--- config.mk ---
export PLATFORM = sky130hd
export DESIGN_NAME = branch_history_predictor_flat
export DESIGN_NICKNAME = d
export VERILOG_FILES = /design/src/rtl/branch_history_predictor_pkg.sv /design/src/rtl/branch_history_predictor_if.sv /design/src/rtl/branch_history_predictor_sat_counter2.sv /design/src/rtl/branch_history_predictor.sv /design/src/flat_wrapper.sv
export SDC_FILE = /design/constraint.sdc
export NUM_CORES = 1
export LEC_CHECK = 0
export CORE_MARGIN = 5
export CORE_UTILIZATION = 52
export DETAILED_ROUTE_END_ITERATION = 8
export PLACE_DENSITY_LB_ADDON = 0.3
export SLEW_MARGIN = 20
export SYNTH_ARGS = -nofsm -noshare
export SYNTH_HDL_FRONTEND = slang
export SYNTH_SLANG_ARGS = --single-unit
--- constraint.sdc ---
create_clock -name clk -period 5.3 [get_ports clk]
set_input_delay 1.06 -clock clk [delete_from_list [all_inputs] [get_ports clk]]
set_output_delay 1.06 -clock clk [all_outputs]
set_load 0.05 [all_outputs]
--- src/rtl/branch_history_predictor_pkg.sv ---
`default_nettype none
// ============================================================================
// Module      : branch_history_predictor_pkg
// Description : Shared definitions for the fetch-side branch predictor.
//               - 2-bit saturating counter encodings
//               - predictor FSM state encoding
//               - branch funct3 codes used by the execute-side glue that
//                 drives the predictor update port
// Revision    : 1.0 - initial release
// ============================================================================
package branch_history_predictor_pkg;

    // 2-bit direction counter encodings; bit 1 is the predicted direction
    localparam logic [1:0] C_SNT = 2'b00;   // strong not-taken
    localparam logic [1:0] C_WNT = 2'b01;   // weak not-taken (clear value)
    localparam logic [1:0] C_WT  = 2'b10;   // weak taken
    localparam logic [1:0] C_ST  = 2'b11;   // strong taken

    // Predictor FSM states
    localparam logic [0:0] C_FSM_INIT = 1'b0;
    localparam logic [0:0] C_FSM_RUN  = 1'b1;

    // Branch funct3 codes shared with the execute-stage comparator
    localparam logic [2:0] C_F_BEQ  = 3'b000;
    localparam logic [2:0] C_F_BNE  = 3'b001;
    localparam logic [2:0] C_F_BLT  = 3'b100;
    localparam logic [2:0] C_F_BGE  = 3'b101;
    localparam logic [2:0] C_F_BLTU = 3'b110;
    localparam logic [2:0] C_F_BGEU = 3'b111;

endpackage
`default_nettype wire

--- src/rtl/branch_history_predictor_if.sv ---
`default_nettype none
// ============================================================================
// Module      : branch_history_predictor_if
// Description : Lookup / update / status bundle between the pipeline and the
//               branch predictor.
//               master : pipeline side (drives lkp_*, upd_*)
//               slave  : predictor side (drives init_done, pred_*,
//                        mispredict, mispredict_cnt)
// Revision    : 1.0 - initial release
// ============================================================================
interface branch_history_predictor_if
    import branch_history_predictor_pkg::*;
#(
    parameter int XLEN  = 64,
    parameter int CNT_W = 32
);

    logic             init_done;
    logic             lkp_valid;
    logic [XLEN-1:0]  lkp_pc;
    logic             pred_valid;
    logic             pred_taken;
    logic             upd_valid;
    logic [XLEN-1:0]  upd_pc;
    logic             upd_taken;
    logic             upd_pred;
    logic             mispredict;
    logic [CNT_W-1:0] mispredict_cnt;

    modport master (
        output lkp_valid, lkp_pc, upd_valid, upd_pc, upd_taken, upd_pred,
        input  init_done, pred_valid, pred_taken, mispredict, mispredict_cnt
    );

    modport slave (
        input  lkp_valid, lkp_pc, upd_valid, upd_pc, upd_taken, upd_pred,
        output init_done, pred_valid, pred_taken, mispredict, mispredict_cnt
    );

endinterface
`default_nettype wire

--- src/rtl/branch_history_predictor_sat_counter2.sv ---
`default_nettype none
// ============================================================================
// Module      : sat_counter2
// Description : Next-value logic of a 2-bit saturating direction counter.
//               Ports:
//                 i_cnt   - current counter value
//                 i_taken - resolved outcome (1 = increment, 0 = decrement)
//                 o_cnt   - next counter value, saturating at 00 / 11
// Revision    : 1.0 - initial release
// ============================================================================
module sat_counter2
    import branch_history_predictor_pkg::*;
(
    input  wire logic [1:0] i_cnt,
    input  wire logic       i_taken,
    output logic      [1:0] o_cnt
);

    always_comb begin
        o_cnt = i_cnt;
        if (i_taken) begin
            if (i_cnt != C_ST) begin
                o_cnt = i_cnt + 2'd1;
            end
        end else begin
            if (i_cnt != C_SNT) begin
                o_cnt = i_cnt - 2'd1;
            end
        end
    end

endmodule
`default_nettype wire

--- src/rtl/branch_history_predictor.sv ---
`default_nettype none
// ============================================================================
// Module      : branch_history_predictor
// Description : Direct-mapped table of 2-bit saturating counters predicting
//               conditional branch direction at fetch and trained by the
//               execute-stage resolution. After reset an INIT phase writes
//               the weak-not-taken value into every entry, one per cycle.
//               Ports:
//                 clk - clock, all state changes on rising edge
//                 rst - synchronous active-high reset
//                 bp  - slave side of branch_history_predictor_if
//                       (lookup, update, prediction, mispredict status)
// Revision    : 1.0 - initial release
// ============================================================================
module branch_history_predictor
    import branch_history_predictor_pkg::*;
#(
    parameter int XLEN  = 64,
    parameter int IDX_W = 6,
    parameter int CNT_W = 32
)(
    input wire logic                  clk,
    input wire logic                  rst,
    branch_history_predictor_if.slave bp
);

    localparam int               C_DEPTH    = 2**IDX_W;
    localparam logic [IDX_W-1:0] C_LAST_IDX = '1;

    logic [1:0]       r_table [C_DEPTH];
    logic [0:0]       r_state;
    logic [0:0]       w_state_nxt;
    logic [IDX_W-1:0] r_init_idx;

    logic             r_pred_valid;
    logic             r_pred_taken;
    logic             r_mispredict;
    logic [CNT_W-1:0] r_mispredict_cnt;

    logic [IDX_W-1:0] w_lkp_idx;
    logic [IDX_W-1:0] w_upd_idx;
    logic             w_run;
    logic             w_lkp_acc;
    logic             w_upd_acc;
    logic             w_miss;
    logic [1:0]       w_upd_cnt;

    logic             w_wr_en;
    logic [IDX_W-1:0] w_wr_idx;
    logic [1:0]       w_wr_data;

    // Word-aligned PCs: drop pc[1:0]; no tag, so higher bits alias freely
    assign w_lkp_idx = bp.lkp_pc[IDX_W+1:2];
    assign w_upd_idx = bp.upd_pc[IDX_W+1:2];

    logic w_unused_pc_bits;
    assign w_unused_pc_bits = ^{bp.lkp_pc[XLEN-1:IDX_W+2], bp.lkp_pc[1:0],
                                bp.upd_pc[XLEN-1:IDX_W+2], bp.upd_pc[1:0]};

    assign w_run     = (r_state == C_FSM_RUN);
    assign w_lkp_acc = w_run & bp.lkp_valid;
    assign w_upd_acc = w_run & bp.upd_valid;
    assign w_miss    = w_upd_acc & (bp.upd_taken ^ bp.upd_pred);

    sat_counter2 u_sat_counter2 (
        .i_cnt   (r_table[w_upd_idx]),
        .i_taken (bp.upd_taken),
        .o_cnt   (w_upd_cnt)
    );

    // Next state and the single table write port (INIT clear or RUN update)
    always_comb begin
        w_state_nxt = r_state;
        w_wr_en     = 1'b0;
        w_wr_idx    = r_init_idx;
        w_wr_data   = C_WNT;
        case (r_state)
            C_FSM_INIT: begin
                w_wr_en = 1'b1;
                if (r_init_idx == C_LAST_IDX) begin
                    w_state_nxt = C_FSM_RUN;
                end
            end
            C_FSM_RUN: begin
                if (w_upd_acc) begin
                    w_wr_en   = 1'b1;
                    w_wr_idx  = w_upd_idx;
                    w_wr_data = w_upd_cnt;
                end
            end
            default: begin
                w_state_nxt = C_FSM_INIT;
            end
        endcase
    end

    always_ff @(posedge clk) begin
        if (rst) begin
            r_state    <= C_FSM_INIT;
            r_init_idx <= '0;
        end else begin
            r_state <= w_state_nxt;
            if (!w_run) begin
                r_init_idx <= r_init_idx + 1'b1;
            end
        end
    end

    // Table contents are not reset; the INIT walk establishes them
    always_ff @(posedge clk) begin
        if (!rst && w_wr_en) begin
            r_table[w_wr_idx] <= w_wr_data;
        end
    end

    // Lookup reads the pre-write counter, giving read-before-write on a
    // same-index lookup/update collision
    always_ff @(posedge clk) begin
        if (rst) begin
            r_pred_valid     <= 1'b0;
            r_pred_taken     <= 1'b0;
            r_mispredict     <= 1'b0;
            r_mispredict_cnt <= '0;
        end else begin
            r_pred_valid <= w_lkp_acc;
            if (w_lkp_acc) begin
                r_pred_taken <= r_table[w_lkp_idx][1];
            end
            r_mispredict <= w_miss;
            if (w_miss && (r_mispredict_cnt != {CNT_W{1'b1}})) begin
                r_mispredict_cnt <= r_mispredict_cnt + 1'b1;
            end
        end
    end

    assign bp.init_done      = w_run;
    assign bp.pred_valid     = r_pred_valid;
    assign bp.pred_taken     = r_pred_taken;
    assign bp.mispredict     = r_mispredict;
    assign bp.mispredict_cnt = r_mispredict_cnt;

endmodule
`default_nettype wire
--- src/flat_wrapper.sv ---
// flat-port wrapper written by rule: the top's interface ports become plain ports
module branch_history_predictor_flat import branch_history_predictor_pkg::*;
#(
    parameter int XLEN  = 64,
    parameter int IDX_W = 6,
    parameter int CNT_W = 32
)
  (clk, rst, bp_lkp_valid, bp_lkp_pc, bp_upd_valid, bp_upd_pc, bp_upd_taken, bp_upd_pred, bp_init_done, bp_pred_valid, bp_pred_taken, bp_mispredict, bp_mispredict_cnt);
  branch_history_predictor_if #(.XLEN(XLEN), .CNT_W(CNT_W)) bp_i ();
  input wire logic clk;
  input wire logic rst;
  input wire logic [$bits(bp_i.lkp_valid)-1:0] bp_lkp_valid;
  input wire logic [$bits(bp_i.lkp_pc)-1:0] bp_lkp_pc;
  input wire logic [$bits(bp_i.upd_valid)-1:0] bp_upd_valid;
  input wire logic [$bits(bp_i.upd_pc)-1:0] bp_upd_pc;
  input wire logic [$bits(bp_i.upd_taken)-1:0] bp_upd_taken;
  input wire logic [$bits(bp_i.upd_pred)-1:0] bp_upd_pred;
  output wire logic [$bits(bp_i.init_done)-1:0] bp_init_done;
  output wire logic [$bits(bp_i.pred_valid)-1:0] bp_pred_valid;
  output wire logic [$bits(bp_i.pred_taken)-1:0] bp_pred_taken;
  output wire logic [$bits(bp_i.mispredict)-1:0] bp_mispredict;
  output wire logic [$bits(bp_i.mispredict_cnt)-1:0] bp_mispredict_cnt;
  assign bp_i.lkp_valid = bp_lkp_valid;
  assign bp_i.lkp_pc = bp_lkp_pc;
  assign bp_i.upd_valid = bp_upd_valid;
  assign bp_i.upd_pc = bp_upd_pc;
  assign bp_i.upd_taken = bp_upd_taken;
  assign bp_i.upd_pred = bp_upd_pred;
  assign bp_init_done = bp_i.init_done;
  assign bp_pred_valid = bp_i.pred_valid;
  assign bp_pred_taken = bp_i.pred_taken;
  assign bp_mispredict = bp_i.mispredict;
  assign bp_mispredict_cnt = bp_i.mispredict_cnt;
  branch_history_predictor #(.XLEN(XLEN), .IDX_W(IDX_W), .CNT_W(CNT_W)) u_core (.clk(clk), .rst(rst), .bp(bp_i));
endmodule
# Word level (Yosys, flattened, before mapping)
# Memories as Yosys holds them, arrays and structs flattened. A register that Yosys moved wholly into a read port is not among the register bits.
# Cells that the tools add are included.
[word_totals]
mem_count = 1
elab_cells = 35
register_bits = 41
mem_bits_rw = 128
input_bits = 134
[mem_list]
columns = ["name", "depth", "word_bits", "read_ports", "rd_clocked_by_memory_dff", "write_ports", "line_no", "source"]
rows = [
  ["u_core.r_table", 64, 2, 2, 1, 1, "branch_history_predictor.sv:30", "logic [1:0] r_table [C_DEPTH];"],
]
[classes]
muxes = 13
n_eq_ne = 3
bitwise_logic = 5
add_sub_neg = 4
n_reduce_logical = 4
[op_table]
columns = ["op", "count"]
rows = [
  ["32-bit by 1-bit adder with 32-bit output (second input constant)", 1],
  ["32-bit != test (second input constant)", 1],
  ["6-bit 2-to-1 mux", 2],
  ["2-bit 2-to-1 mux", 5],
  ["6-bit by 1-bit adder with 6-bit output (second input constant)", 1],
  ["6-bit equality test (second input constant)", 1],
  ["1-bit 2-to-1 mux", 5],
  ["1-bit bitwise AND", 3],
  ["2-bit by 1-bit adder with 2-bit output (second input constant)", 1],
  ["1-bit logical AND", 2],
  ["2-bit != test (second input constant)", 1],
  ["1-bit one-hot mux with 2 select lines", 1],
  ["2-bit nonzero test", 1],
  ["2-bit by 1-bit subtractor with 2-bit output (second input constant)", 1],
  ["1-bit logical NOT", 1],
  ["1-bit NOT", 1],
  ["1-bit bitwise XOR", 1],
]

# Longest topological paths before layout
[logic_depth]
word_depth = 6
depth_mapped = 9
depth_no_buf = 7

# Cells and area by module
# From an unflattened synthesis, not the netlist that was laid out.
[hier_totals]
hier_cells = 605
area_unflattened_um2 = 7998.9
[modules_own_cells]
columns = ["mod", "area_each_um2", "instances", "cells_per_inst", "seq_area_each_um2"]
rows = [
  ["branch_history_predictor", 7972.6, 1, 602, 4684.5],
  ["sat_counter2", 26.3, 1, 3, 0.0],
]

# Least setup slack after synthesis
# OpenSTA, ideal clock, no wires.
[synth_timing]
path_kind = "input -> register"
start = "in bp_upd_pc[2]"
end = "mem u_core.r_table[0][0] (data pin)"
cell_stages = 8
t_arrival_ps = 4341
slack_ps = 410
cell_sequence = "buf_4 > buf_4 > mux4_2 > o22a_1 > a31oi_1 > a32oi_1 > nor3b_1 > a21oi_1"
[synth_between]
elab_chain_len = 6
[synth_lines]
columns = ["element", "line_no", "source"]
rows = [
  ["start, declared", "flat_wrapper.sv:15", "input wire logic [$bits(bp_i.upd_pc)-1:0] bp_upd_pc;"],
  ["memory read 64 x 2 bit (*)", "--", ""],
  ["2-bit by 1-bit subtractor with 2-bit output (tied with other cells)", "branch_history_predictor_sat_counter2.sv:27", "o_cnt = i_cnt - 2'd1;"],
  ["2-bit 2-to-1 mux, on equally long branches", "branch_history_predictor_sat_counter2.sv:26, branch_history_predictor_sat_counter2.sv:22", ""],
  ["2-bit 2-to-1 mux (*)", "branch_history_predictor_sat_counter2.sv:21", "if (i_taken) begin"],
  ["2-bit 2-to-1 mux (*)", "branch_history_predictor.sv:85", "if (w_upd_acc) begin"],
  ["2-bit 2-to-1 mux (*)", "branch_history_predictor.sv:77", "case (r_state)"],
  ["net u_core.w_wr_data[0]", "branch_history_predictor.sv:50", "logic [1:0] w_wr_data;"],
  ["end, declared", "branch_history_predictor.sv:30", ""],
]
# Mark *: on every way through the listed nets, which the timed path passes. The rest lies on a longest branch.

# Worst setup path after layout
[layout_timing]
start = "in bp_upd_pc[3]"
end = "mem u_core.r_table[32][0] (data pin)"
# The elaborated chain is that of the path after synthesis.

==> flow_metrics.env <==
export IMPL_initial_utilization_pct=53.3
export IMPL_synth_cells=628
export IMPL_cts_buffers=17
export IMPL_place_ws_ps=743
export IMPL_maxSlewHeadroom_pct=37.5
export IMPL_vias=5510
export IMPL_wl_per_cell_microns=20.3
export IMPL_dieArea_sq_mm=0.0182
export IMPL_status="finished, final reports clean"
export IMPL_synth_top_area_share_pct=47.2
export IMPL_port_buffers=53
export IMPL_cts_setup_buffers=0
export IMPL_p_leak_nw=3.21
export IMPL_drive_above_1_share_pct=11.6
export IMPL_antenna_found_initial=0
export IMPL_diodes=0
export IMPL_crit_fanout=64
export IMPL_hold_buffers=0
export IMPL_synth_edf_count=128
export IMPL_grt_pass1_vias=5352
export IMPL_fillerInstances=1127
export IMPL_critPathMostFrequentCell="buf_4"
export IMPL_end_kind="register"
export IMPL_post_cts_resized=0
export IMPL_wirelength_microns=18300
export IMPL_yosys_warnings=0
export IMPL_first_pass_iters=5
export IMPL_die_width_microns=135
export IMPL_fin_skew_ps=9.23
export IMPL_cap_viol_max_count=0
export IMPL_ios=170
export IMPL_grt_total_usage_pct=20.6
export IMPL_core_area_sq_mm=0.0153
export IMPL_crit_arrival_ps=4260
export IMPL_tns_ps=0
export IMPL_netSwitchingPower_mw=0.644
export IMPL_multi_input_area_sq_mm=0.00328
export IMPL_h_tree_depth=4
export IMPL_power_frac_seq_pct=50.0
export IMPL_gp_congestion=0.871
export IMPL_dp_cells=868
export IMPL_power_density_mw_per_mm2=301
export IMPL_start_kind="input pin"
export IMPL_syn_avg_cell_area_sq_um=13.0
export IMPL_fin_crit_sh_pct=77.7
export IMPL_grt_pass1_wl_microns=28800
export IMPL_ir_worst_vdd_mv=0.241
export IMPL_syn_area_sq_mm=0.00814
export IMPL_final_min_clock_period_ps=4120
export IMPL_cts_buffer_depth=2
export IMPL_hpwl_microns=12300
export IMPL_syn_to_final_growth_pct=16.1
export IMPL_slowest_delay_ps=890
export IMPL_insertion_delay_ps=430
export IMPL_finalHoldViolations=0
export IMPL_clockRootBuffer="clkbuf_16"
export IMPL_die_h_microns=135
export IMPL_hold_class="reg2reg"
export IMPL_path_cells="clkdlybuf4s50_1 -> buf_4 -> mux4_2 -> or3_1 -> a31oi_1 -> a32oi_1 -> nor3b_1 -> a21oi_4 -> buf_4"
export IMPL_synth_main_ff_cell="edfxtp_1"
export IMPL_tightest_slew_ps=934
export IMPL_seq_area_sq_mm=0.00468
export IMPL_cp_num_buf_inv=3
export IMPL_grt_max_degree=65
export IMPL_yosysTopAreaCell="edfxtp_1"
export IMPL_ant_nets=0
export IMPL_rsz0062_at_grt="no"
export IMPL_fin_util_pct=61.9
export IMPL_p_comb_share_pct=5.2
export IMPL_nets=812
export IMPL_swShare_pct=22.7
export IMPL_finalSetupViolations=0
export IMPL_layout_cells_non_filler=900
export IMPL_yosysSeqAreaShare_pct=57.6
export IMPL_cts_num_sinks=170
export IMPL_cts_tree="built"
export IMPL_max_freq_ghz=0.243
export IMPL_via_per_inst=6.12
export IMPL_worst_path_max_delay_cell="clkdlybuf4s50_1"
export IMPL_critical_path_top_delay_family="buffers and inverters"
export IMPL_drc_errors=0
export IMPL_yosys_top_cells_area="edfxtp_1 47%, dfxtp_1 10%, mux4_2 8.0%, nor2_1 4.9%, mux4_1 4.2%"
export IMPL_drt_iter0_drc=517
export IMPL_synth_seq_cells=170
export IMPL_ys_types=56
export IMPL_overflow=0
export IMPL_drv_slew=0
export IMPL_p_int_mw=2.20
export IMPL_timing_setup_critical_path_class="in2reg"
export IMPL_cp_required_ps=5440
export IMPL_clkPwrFrac_pct=44.9
export IMPL_num_rows=45
export IMPL_syn_nets=764
export IMPL_async_reset_ff_share_pct=0
export IMPL_whs_ps=518
export IMPL_layout_setup_ws_ps=1180
export IMPL_path_clk_slew_ps=70
-- registers in the layout, indices dropped and copies added, names as in the netlist --
name                      cells
u_core.bp.pred_taken          1
u_core.bp.init_done           1
u_core.bp.mispredict_cnt     32
u_core.r_init_idx             6
u_core.r_table              128
u_core.bp.pred_valid          1
u_core.bp.mispredict          1
-- power by group through the flow --
| stage | Clock [mW] | Combinational [mW] | Sequential, mW |
|---|---|---|---|
| after floorplan | 0 | 0.101 | 1.45 |
| after global placement | 0 | 0.143 | 1.45 |
| after detailed placement | 0 | 0.145 | 1.45 |
| after CTS | 1.29 | 0.146 | 1.42 |
| after global routing | 1.35 | 0.157 | 1.42 |
| final | 1.27 | 0.147 | 1.42 |
-- cell families after synthesis --
kind of cell               Yosys count  share of synthesized area (%)
adders and majority gates            2                          0.308
AOI/OAI and AO/OA                   78                           6.97
DFF                                170                           57.6
muxes                               72                           15.9
xor gates and xnor gates            28                           3.01
buffers and inverters               38                           2.40
and+or+nand+nor                    240                           13.8
-- layer usage --
metal / global-route usage (%) / up-vias / share of wire (%)
met5: 0 / - / 0
met4: 6.33 / 0 / 1.7
met3: 5.37 / 26 / 8.4
met2: 32.8 / 226 / 48
met1: 28.0 / 2734 / 42
li1: - / 2524 / -
-- synth_stat cells, drive strengths merged (5+ instances only) --
cell	n
edfxtp	128
nand2b	9
o21ai	16
or3	14
buf	18
and4	6
mux4	42
o22a	5
nand4	10
a21oi	12
nor2b	6
mux2i	29
and2	5
nand3	16
nor2	106
a31oi	9
xor2	9
nand2	47
clkbuf	14
dfxtp	42
nor3	8
a22oi	6
inv	6
xnor2	19
-- metrics by stage --
step           total power, mW  area [sq um]
3_5_place_dp              1.59          8840
5_1_grt                   2.93          9440
3_3_place_gp              1.59          8840
4_1_cts                   2.86          9440
6_report                  2.84          9440
2_1_floorplan             1.55          8140
-- tightest hold or removal path: cells and delay by family, from the launching register on --
family         cells  cell delay (ps)
flip-flops         1              320
AO/OA/AOI/OAI      2              140
-- worst paths after layout --
path	slack [ps]	cells past startpoint	from	endpoint
worst max-delay path	1180	9	bp_upd_pc[3]	u_core.r_table[32][0]$_DFFE_PP_
worst max register to register	2480	5	u_core.bp.init_done$_SDFF_PP0_	u_core.bp.mispredict_cnt[22]$_SDFFE_PP0P_
worst min-delay path	520	2	u_core.bp.mispredict_cnt[6]$_SDFFE_PP0P_	u_core.bp.mispredict_cnt[6]$_SDFFE_PP0P_
worst min register to register	520	2	u_core.bp.mispredict_cnt[6]$_SDFFE_PP0P_	u_core.bp.mispredict_cnt[6]$_SDFFE_PP0P_
-- placed cells by master (no fill, tap or decap), types with 8 or more instances in the layout --
| cell | synthesis | final |
|---|---|---|
| nand4_1 | 9 | 9 |
| dfxtp_1 | 42 | 42 |
| nand2b_1 | 9 | 9 |
| or3_1 | 14 | 14 |
| mux4_2 | 29 | 29 |
| edfxtp_1 | 128 | 128 |
| xnor2_1 | 19 | 19 |
| nor2_1 | 106 | 106 |
| o21ai_0 | 12 | 12 |
| nand2_1 | 47 | 47 |
| buf_4 | 3 | 8 |
| clkbuf_16 | 0 | 17 |
| xor2_1 | 9 | 9 |
| clkdlybuf4s50_1 | 0 | 52 |
| nand3_1 | 16 | 16 |
| a31oi_1 | 9 | 9 |
| mux4_1 | 13 | 13 |
| mux2i_1 | 29 | 29 |
| a21oi_1 | 12 | 10 |
-- cell type report --
class	count	area share (%)
clock buffer	18	4.54
clock inverter	14	1.88
inverter	6	0.239
multi-input combinational	420	34.7
sequential	170	49.6
tap	211	2.80
timing repair buffer	61	6.20
(Power assumes the default switching activity.)
